## src/rtl/io_uart_pkg.sv

```systemverilog
// rtl/io_uart_pkg.sv - register map, status bit positions and transmit FSM states for io_uart
package io_uart_pkg;

  // Register word indices, taken from byte address bits [4:2]
  localparam logic [2:0] REG_TXDATA  = 3'd0;  // offset 0x00
  localparam logic [2:0] REG_STATUS  = 3'd1;  // offset 0x04
  localparam logic [2:0] REG_BAUDDIV = 3'd2;  // offset 0x08

  localparam int ST_FULL      = 0;
  localparam int ST_EMPTY     = 1;
  localparam int ST_BUSY      = 2;
  localparam int ST_OVERFLOW  = 3;
  localparam int ST_COUNT_LSB = 8;

  localparam int IO_SEL_BIT = 22;

  typedef enum logic [1:0] {
    TX_IDLE,
    TX_START,
    TX_DATA,
    TX_STOP
  } tx_state_t;

endpackage

```

## src/rtl/io_uart_if.sv

```systemverilog
// rtl/io_uart_if.sv - memory-stage IO port between the core and the UART
interface io_uart_if;
  logic [31:0] IO_memAddr;
  logic [31:0] IO_memWData;
  logic        IO_memWr;
  logic [31:0] IO_memRData;

  modport master (
    output IO_memAddr, IO_memWData, IO_memWr,
    input  IO_memRData
  );

  modport slave (
    input  IO_memAddr, IO_memWData, IO_memWr,
    output IO_memRData
  );
endinterface

```

## src/rtl/uart_tx_fifo.sv

```systemverilog
// rtl/uart_tx_fifo.sv - synchronous TX byte FIFO with extra-bit pointers
module uart_tx_fifo #(
  parameter int WIDTH = 8,
  parameter int DEPTH = 16
) (
  input  logic                     clk,
  input  logic                     rst_n,
  input  logic                     push,
  input  logic [WIDTH-1:0]         push_data,
  input  logic                     pop,
  output logic [WIDTH-1:0]         pop_data,
  output logic                     full,
  output logic                     empty,
  output logic [$clog2(DEPTH):0]   count
);
  localparam int AW = $clog2(DEPTH);

  logic [WIDTH-1:0] mem [DEPTH];
  logic [AW:0]      wr_ptr;
  logic [AW:0]      rd_ptr;

  // Pointer MSBs differ only when the writer has lapped the reader
  assign empty    = (wr_ptr == rd_ptr);
  assign full     = (wr_ptr[AW] != rd_ptr[AW]) && (wr_ptr[AW-1:0] == rd_ptr[AW-1:0]);
  assign count    = wr_ptr - rd_ptr;
  assign pop_data = mem[rd_ptr[AW-1:0]];

  always_ff @(posedge clk or negedge rst_n) begin
    if (!rst_n) begin
      wr_ptr <= '0;
      rd_ptr <= '0;
    end else begin
      if (push) wr_ptr <= wr_ptr + 1'b1;
      if (pop)  rd_ptr <= rd_ptr + 1'b1;
    end
  end

  always_ff @(posedge clk) begin
    if (push) mem[wr_ptr[AW-1:0]] <= push_data;
  end
endmodule

```

## src/rtl/io_uart.sv

```systemverilog
// rtl/io_uart.sv - memory-mapped 8N1 UART transmitter with TX FIFO and combinational register reads
module io_uart
  import io_uart_pkg::*;
#(
  parameter int CLK_FREQ_HZ = 50_000_000,
  parameter int BAUD        = 115200,
  parameter int FIFO_DEPTH  = 16
) (
  input  logic     clk_i,
  input  logic     reset_i,
  io_uart_if.slave bus,
  output logic     tx_o
);
  localparam logic [15:0] DIV_RESET = 16'(CLK_FREQ_HZ / BAUD);
  localparam int          CW        = $clog2(FIFO_DEPTH) + 1;

  logic          sel;
  logic [2:0]    reg_idx;
  logic          wr_tx, wr_status, wr_baud;
  logic          fifo_push, fifo_pop, fifo_full, fifo_empty;
  logic [7:0]    fifo_dout;
  logic [CW-1:0] fifo_count;
  logic          overflow;
  logic [15:0]   baud_div;
  logic [31:0]   rdata;

  tx_state_t   state, state_nx;
  logic [15:0] cnt, cnt_nx;
  logic [2:0]  bit_idx, bit_idx_nx;
  logic [7:0]  shift, shift_nx;
  logic        tx_nx;
  logic        bit_end;

  logic unused_bits;
  assign unused_bits = ^{bus.IO_memAddr[31:23], bus.IO_memAddr[21:5],
                         bus.IO_memAddr[1:0], bus.IO_memWData[31:16]};

  assign sel       = bus.IO_memAddr[IO_SEL_BIT];
  assign reg_idx   = bus.IO_memAddr[4:2];
  assign wr_tx     = sel && bus.IO_memWr && (reg_idx == REG_TXDATA);
  assign wr_status = sel && bus.IO_memWr && (reg_idx == REG_STATUS);
  assign wr_baud   = sel && bus.IO_memWr && (reg_idx == REG_BAUDDIV);

  // A pop in the same cycle frees a slot, so a full FIFO still accepts the byte
  assign fifo_push = wr_tx && (!fifo_full || fifo_pop);

  uart_tx_fifo #(.WIDTH(8), .DEPTH(FIFO_DEPTH)) u_fifo (
    .clk       (clk_i),
    .rst_n     (reset_i),
    .push      (fifo_push),
    .push_data (bus.IO_memWData[7:0]),
    .pop       (fifo_pop),
    .pop_data  (fifo_dout),
    .full      (fifo_full),
    .empty     (fifo_empty),
    .count     (fifo_count)
  );

  always_ff @(posedge clk_i or negedge reset_i) begin
    if (!reset_i) begin
      overflow <= 1'b0;
      baud_div <= DIV_RESET;
    end else begin
      if (wr_tx && fifo_full && !fifo_pop)        overflow <= 1'b1;
      else if (wr_status && bus.IO_memWData[3])   overflow <= 1'b0;
      if (wr_baud)
        baud_div <= (bus.IO_memWData[15:0] == 16'd0) ? 16'd1 : bus.IO_memWData[15:0];
    end
  end

  always_comb begin
    rdata = '0;
    if (sel) begin
      case (reg_idx)
        REG_STATUS: begin
          rdata[ST_FULL]             = fifo_full;
          rdata[ST_EMPTY]            = fifo_empty;
          rdata[ST_BUSY]             = (state != TX_IDLE);
          rdata[ST_OVERFLOW]         = overflow;
          rdata[ST_COUNT_LSB +: 5]   = 5'(fifo_count);
        end
        REG_BAUDDIV: rdata[15:0] = baud_div;
        default: ;
      endcase
    end
  end
  assign bus.IO_memRData = rdata;

  assign bit_end = (cnt == 16'd0);

  always_comb begin
    state_nx   = state;
    cnt_nx     = bit_end ? cnt : cnt - 16'd1;
    bit_idx_nx = bit_idx;
    shift_nx   = shift;
    fifo_pop   = 1'b0;
    case (state)
      TX_IDLE: begin
        if (!fifo_empty) begin
          fifo_pop = 1'b1;
          shift_nx = fifo_dout;
          state_nx = TX_START;
          cnt_nx   = baud_div - 16'd1;
        end
      end
      TX_START: begin
        if (bit_end) begin
          state_nx   = TX_DATA;
          bit_idx_nx = 3'd0;
          cnt_nx     = baud_div - 16'd1;
        end
      end
      TX_DATA: begin
        if (bit_end) begin
          shift_nx = {1'b0, shift[7:1]};
          cnt_nx   = baud_div - 16'd1;
          if (bit_idx == 3'd7) state_nx   = TX_STOP;
          else                 bit_idx_nx = bit_idx + 3'd1;
        end
      end
      TX_STOP: begin
        if (bit_end) begin
          if (!fifo_empty) begin
            fifo_pop = 1'b1;
            shift_nx = fifo_dout;
            state_nx = TX_START;
            cnt_nx   = baud_div - 16'd1;
          end else begin
            state_nx = TX_IDLE;
          end
        end
      end
      default: state_nx = TX_IDLE;
    endcase

    // Line level is registered from the next state so it lines up with the state register
    case (state_nx)
      TX_START: tx_nx = 1'b0;
      TX_DATA:  tx_nx = shift_nx[0];
      default:  tx_nx = 1'b1;
    endcase
  end

  always_ff @(posedge clk_i or negedge reset_i) begin
    if (!reset_i) begin
      state   <= TX_IDLE;
      cnt     <= '0;
      bit_idx <= '0;
      shift   <= '0;
      tx_o    <= 1'b1;
    end else begin
      state   <= state_nx;
      cnt     <= cnt_nx;
      bit_idx <= bit_idx_nx;
      shift   <= shift_nx;
      tx_o    <= tx_nx;
    end
  end
endmodule

```

## src/flat_wrapper.sv

```systemverilog
// flat-port wrapper written by rule: the top's interface ports become plain ports
module io_uart_flat import io_uart_pkg::*;
#(
  parameter int CLK_FREQ_HZ = 50_000_000,
  parameter int BAUD        = 115200,
  parameter int FIFO_DEPTH  = 16
)
  (clk_i, reset_i, tx_o, bus_IO_memAddr, bus_IO_memWData, bus_IO_memWr, bus_IO_memRData);
  io_uart_if bus_i ();
  input  logic clk_i;
  input  logic reset_i;
  output logic tx_o;
  input wire logic [$bits(bus_i.IO_memAddr)-1:0] bus_IO_memAddr;
  input wire logic [$bits(bus_i.IO_memWData)-1:0] bus_IO_memWData;
  input wire logic [$bits(bus_i.IO_memWr)-1:0] bus_IO_memWr;
  output wire logic [$bits(bus_i.IO_memRData)-1:0] bus_IO_memRData;
  assign bus_i.IO_memAddr = bus_IO_memAddr;
  assign bus_i.IO_memWData = bus_IO_memWData;
  assign bus_i.IO_memWr = bus_IO_memWr;
  assign bus_IO_memRData = bus_i.IO_memRData;
  io_uart #(.CLK_FREQ_HZ(CLK_FREQ_HZ), .BAUD(BAUD), .FIFO_DEPTH(FIFO_DEPTH)) u_core (.clk_i(clk_i), .reset_i(reset_i), .bus(bus_i), .tx_o(tx_o));
endmodule
```

## config.mk

```make
export PLATFORM = sky130hd
export DESIGN_NAME = io_uart_flat
export DESIGN_NICKNAME = d
export VERILOG_FILES = /design/src/rtl/io_uart_pkg.sv /design/src/rtl/io_uart_if.sv /design/src/rtl/uart_tx_fifo.sv /design/src/rtl/io_uart.sv /design/src/flat_wrapper.sv
export SDC_FILE = /design/constraint.sdc
export NUM_CORES = 1
export LEC_CHECK = 0
export CAP_MARGIN = 30
export CORE_MARGIN = 2
export CORE_UTILIZATION = 30
export CTS_CLUSTER_DIAMETER = 100
export DETAILED_ROUTE_END_ITERATION = 16
export MAX_ROUTING_LAYER = met4
export PLACE_DENSITY = 0.58
export REMOVE_ABC_BUFFERS = 1
export SETUP_SLACK_MARGIN = 0.05
export SLEW_MARGIN = 20
export SYNTH_ARGS = -nofsm -noshare
export SYNTH_HDL_FRONTEND = slang
export SYNTH_SLANG_ARGS = --single-unit
```

## constraint.sdc

```tcl
create_clock -name clk_i -period 3.58 [get_ports clk_i]
set_input_delay 0.716 -clock clk_i [delete_from_list [all_inputs] [get_ports clk_i]]
set_output_delay 0.716 -clock clk_i [all_outputs]
set_load 0.02 [all_outputs]
```

# --- Word level (Yosys, flattened, before mapping) ---
# Memories as Yosys holds them, arrays and structs flattened.
# Index checks and enable logic that the tools add are counted.
op_classes:
  n_reduce_logical: 23
  add_sub_neg: 6
  n_mux: 34
  n_eq_ne: 15
op_table:
  columns: ["operator", "count"]
  rows:
  - ["$mux W16", 6]
  - ["$pmux W16 S3", 1]
  - ["$logic_not A16 Y1", 2]
  - ["$sub A16 B1 Y16 const B", 2]
  - ["$mux W8", 3]
  - ["$pmux W8 S3", 1]
  - ["$mux W3", 4]
  - ["$add A5 B1 Y5 const B", 2]
  - ["$mux W2", 5]
  - ["$pmux W5 S2", 1]
  - ["$logic_and A1 B1 Y1", 9]
  - ["$pmux W2 S4", 1]
  - ["$pmux W4 S2", 1]
  - ["$mux W1", 7]
  - ["$eq A2 B2 Y1 const B", 3]
  - ["$ne A2 B1 Y1 const B", 3]
  - ["$pmux W3 S2", 1]
  - ["$reduce_bool A2 Y1", 3]
  - ["$eq A5 B5 Y1", 1]
  - ["$sub A5 B5 Y5", 1]
  - ["$eq A2 B1 Y1 const B", 2]
  - ["$eq A4 B4 Y1", 1]
  - ["$mux W4", 1]
  - ["$pmux W1 S2", 2]
  - ["14 further kinds", 15]
word_totals:
  memories: 1
  output_inout_bits: 33
  ramBits: 128
  word_cells: 89
  ff_bits: 57
memory_table:
  columns: ["name", "words", "width", "read_ports", "rd_clocked_by_memory_dff", "write_ports", "line_no", "rtl"]
  rows:
  - ["u_core.u_fifo.mem", 16, 8, 1, 0, 1, "uart_tx_fifo.sv:18", "logic [WIDTH-1:0] mem [DEPTH];"]

# --- Logic depth before layout (Yosys ltp) ---
depth:
  ltp_word: 8
  ltp_mapped: 11
  mapped_depth_nobuf: 8

# --- Hierarchy ---
# From an unflattened synthesis, not the netlist that was laid out.
hier_totals:
  hier_cells: 723
  area_unflattened_um2: 9344.0
modules_own_cells:
  columns: ["module", "seq_area_each_um2", "area_each_um2", "cells_per_inst", "instances"]
  rows:
  - ["uart_tx_fifo", 4093.9, 5651.7, 299, 1]
  - ["io_uart", 1183.6, 3692.3, 424, 1]

# --- Least setup slack after synthesis ---
# Ideal clock, no wire load.
synth_path:
  path_type: "register to output"
  start: "register u_core.u_fifo.rd_ptr[1]"
  end: "output port bus_IO_memRData[1]"
  arrival_time_ns: 2.540
  setup_slack_ns: 0.324
  stages_incl_launch_ff: 9
  n_path_buf: 3
  path_cell_list: "dfrtp_1 clkbuf_1 buf_1 inv_1 ha_1 nand4_1 or2_0 clkbuf_1 o21ai_0"
synth_between:
  elab_chain_len: 3
synth_rtl:
  columns: ["item", "line_no", "rtl"]
  rows:
  - ["start, declared", "uart_tx_fifo.sv:20", "logic [AW:0] rd_ptr;"]
  - ["start signal, assigned", "uart_tx_fifo.sv:34", "if (pop) rd_ptr <= rd_ptr + 1'b1;"]
  - ["$eq A5 B5 Y1", "uart_tx_fifo.sv:23", "assign empty = (wr_ptr == rd_ptr);"]
  - ["$pmux W4 S2", "io_uart.sv:74", "case (reg_idx)"]
  - ["$mux W16", "io_uart.sv:73", "if (sel) begin"]
  - ["end, declared", "flat_wrapper.sv:16", "output wire logic [$bits(bus_i.IO_memRData)-1:0] bus_IO_memRData;"]
# Every way passes these cells.

# --- Final worst setup path ---
layout_path:
  start: "input port bus_IO_memAddr[22]"
  end: "output port bus_IO_memRData[1]"
layout_between:
  elab_chain_len: 1
layout_rtl:
  columns: ["item", "line_no", "rtl"]
  rows:
  - ["start, declared", "flat_wrapper.sv:13", "input wire logic [$bits(bus_i.IO_memAddr)-1:0] bus_IO_memAddr;"]
  - ["$mux W16", "io_uart.sv:73", null]
# Every way passes these cells.

==> results.yml <==
cts:
  cts_sinks: 185
  cts_tree: "done"
  post_cts_buffers: 0
  post_cts_resized: 4
  cts.path.max_buffers: 2
  root_buffer: "clkbuf_16"
  worstSkewPairLatency_ns: 0.44
  clkTransAtPathRegs_ns: 0.08
  ctsHtreeMaxLevel: 4
  cts_buffers: 17
  ctsHoldBuffers: 0
yosys:
  syn_inst: 639
  ys_dominant_reg_cell: "edfxtp_1"
  synth_area_per_cell_um2: 13.9
  synth_warnings: 0
  ys_types: 73
  synth_top_cell_by_area: "edfxtp_1"
  synth_area_leaders: "edfxtp_1 (43%), dfrtp_1 (14%), mux4_2 (9.6%), ha_1 (2.5%), xnor2_1 (2.3%)"
  async_reset_ff_share_pct: 30.8
  synth_edf_count: 128
  synth-seq-area-share_pct: 59.5
  synth_top_area_share_pct: 43.3
  syn_area_mm2: 0.00887
  synth-seq-cells: 185
run_status:
  status: "finished, final reports clean"
floorplanning:
  initial_core_util_pct: 30.7
  dieHeight_um: 176
  pin_count: 100
  num_rows: 62
  dieArea_mm2: 0.0310
  coreArea_mm2: 0.0289
  die_x_um: 176
routing:
  wl_mm: 20.7
  dr.pass1.iters: 7
  avgRoutedWirePerCell_um: 18.6
  drt_iter0_markers: 458
  postRouteAntennaNets: 0
  via_per_inst: 5.00
  drc: 0
  vias: 5544
job:
  timing.max_cap.violations: 0
timing:
  worst_slew_pin_slew_ns: 0.769
  min_period_ns: 3.41
  setup_ws_ns: 0.170
  finalHoldViolCount: 0
  period_share_pct: 95.3
  grt_setup_unrepaired: "no"
  timing.slew.headroom_pct: 48.0
  setup_viol: 0
  finClkSkew_ns: 0.0146
  timing.fmax_ghz: 0.293
  slew_violations: 0
setup_path:
  cp.arrival_ns: 2.69
  reg2reg_from: "u_core.cnt[10]"
  worst-r2r-cell-count: 7
  r2r_end: "u_core.u_fifo.mem[2][0]"
  path_class: "in2out"
  worst-r2r-setup-slack_ns: 0.37
  end_kind: "output pin"
  cp_max_fo: 10
  start_kind: "input pin"
  critPathRequiredTime_ns: 2.86
grt:
  grt_pass1_wl_mm: 32.4
  grt_pass1_vias: 5483
  grt_start_max_net_pins: 35
  grt_antenna_before_repair: 0
  track_usage_pct: 14.3
  grt-ovfl-total: 0
layout:
  drive_above_1_share_pct: 21.7
  final_common_cell: "edfxtp_1"
  nFillCells: 2730
  areaGrowthSynthToFinish_pct: 18.7
  diodes: 0
  regArea_mm2: 0.00528
  layout.nets: 797
  fin_util_pct: 36.4
  layout_common_cells: "edfxtp_1 (128), dfrtp_1 (49), buf_4 (44), nand2_1 (40), mux4_2 (38)"
  multi_input_area_mm2: 0.00332
worst_hold_path:
  hold_path.class: "in2async"
power_and_ir_drop:
  clkPwrFrac_pct: 26.2
  p_int_mw: 4.82
  pwr-share-seq_pct: 37.2
  p_leak_nw: 3.80
  swShare_pct: 36.8
  powerDensity_mw_per_mm2: 724
  p_total_mw: 7.62
  switchingPower_mw: 2.80
  comb_power_share_pct: 36.6
  ir_drop_v: 0.000360
place:
  dpl.hpwl_mm: 14.4
  globalplace.congestion: 0.869
  preCtsSetupSlack_ns: 0.0168
  numPortBuffers: 39
==> synthesized netlist by cell type, types with 5 or more instances <==
library cell,instances
a21oi_1,22
a221o_1,6
a22oi_1,7
and3_1,7
buf_4,18
clkbuf_1,19
dfrtp_1,51
dfstp_2,6
edfxtp_1,128
ha_1,18
inv_1,21
mux2_2,17
mux4_2,38
nand2_1,40
nand3_1,7
nand4_1,5
nor2_1,37
nor2b_1,9
nor3_1,17
nor4_1,10
o21ai_0,25
o22ai_1,8
or4_1,5
xnor2_1,23
xor2_1,12
==> power by group through the flow <==
stage	Combinational [mW]	Clock, mW	Sequential (mW)
2_1_floorplan	1.84	0	2.95
3_3_place_gp	2.77	0	2.86
3_5_place_dp	2.79	0	2.87
4_1_cts	2.80	2.04	2.83
5_1_grt	3.07	2.13	2.87
6_report	2.79	2.00	2.83
==> metrics by stage <==
stage | TNS (ns) | instances | hold slack (ns) | area (um^2)
6_report | 0 | 1108 | 0.115 | 10500
5_1_grt | 0 | 1108 | 0.110 | 10500
4_1_cts | 0 | 1108 | 0.101 | 10500
3_5_place_dp | 0 | 1076 | 0.469 | 9870
3_3_place_gp | 0 | 1076 | 0.463 | 9870
2_1_floorplan | -0.202 | 609 | 0.420 | 8670
==> worst max-delay path by stage <==
stage	start	slack, ns	cells past startpoint	endpoint
final	bus_IO_memAddr[22]	0.17	6	bus_IO_memRData[1]
after global routing	bus_IO_memAddr[22]	0.05	6	bus_IO_memRData[1]
after CTS	u_core.u_fifo.wr_ptr[0]	0.05	10	bus_IO_memRData[12]
after detailed placement	bus_IO_memAddr[22]	0.02	7	bus_IO_memRData[12]
after global placement	bus_IO_memAddr[22]	0.02	6	bus_IO_memRData[2]
after floorplan	u_core.u_fifo.rd_ptr[0]	-0.20	7	bus_IO_memRData[12]
==> flip-flops by register name, summed over array words and instances (netlist names), 2 cells and up <==
signal / cells
u_core.u_fifo.mem: 128
u_core.baud_div: 16
u_core.cnt: 16
u_core.shift: 8
u_core.u_fifo.rd_ptr: 5
u_core.u_fifo.wr_ptr: 5
u_core.bit_idx: 3
u_core.state: 2
==> per-layer routing <==
| metal | share of wire [%] | vias to the layer above | track usage, % | routed length, um |
|---|---|---|---|---|
| met5 | 0 | - | - | 0 |
| met1 | 46 | 2808 | 19.0 | 9530 |
| li1 | - | 2574 | - | - |
| met2 | 48 | 137 | 22.6 | 9980 |
| met3 | 4.3 | 25 | 2.89 | 879 |
| met4 | 1.3 | 0 | 3.86 | 267 |
==> worst max-delay path, stage by stage <==
cell             delay [ns]
clkdlybuf4s50_1        0.46
nor3b_1                0.31
and2_2                 0.33
nand2_1                0.09
o21ai_1                0.14
clkdlybuf4s50_1        0.65
==> cell families after synthesis <==
family / share of synthesized area, %
flip-flops: 59.5
XOR/XNOR: 3.46
other: 0.0423
AO/OA/AOI/OAI: 8.21
buffers and inverters: 3.79
AND/OR/NAND/NOR: 10.0
adder cells (fa/ha/maj): 2.76
multiplexers: 12.3
==> layout make-up <==
type / instances / area share, %
clock inverter: 15 / 2.10
inverter: 22 / 0.784
multi-input combinational: 402 / 31.6
tap: 384 / 4.56
clock buffer: 17 / 4.04
sequential: 185 / 50.2
timing repair buffer: 83 / 6.80
No activity file was read; power rests on OpenSTA's default activity.
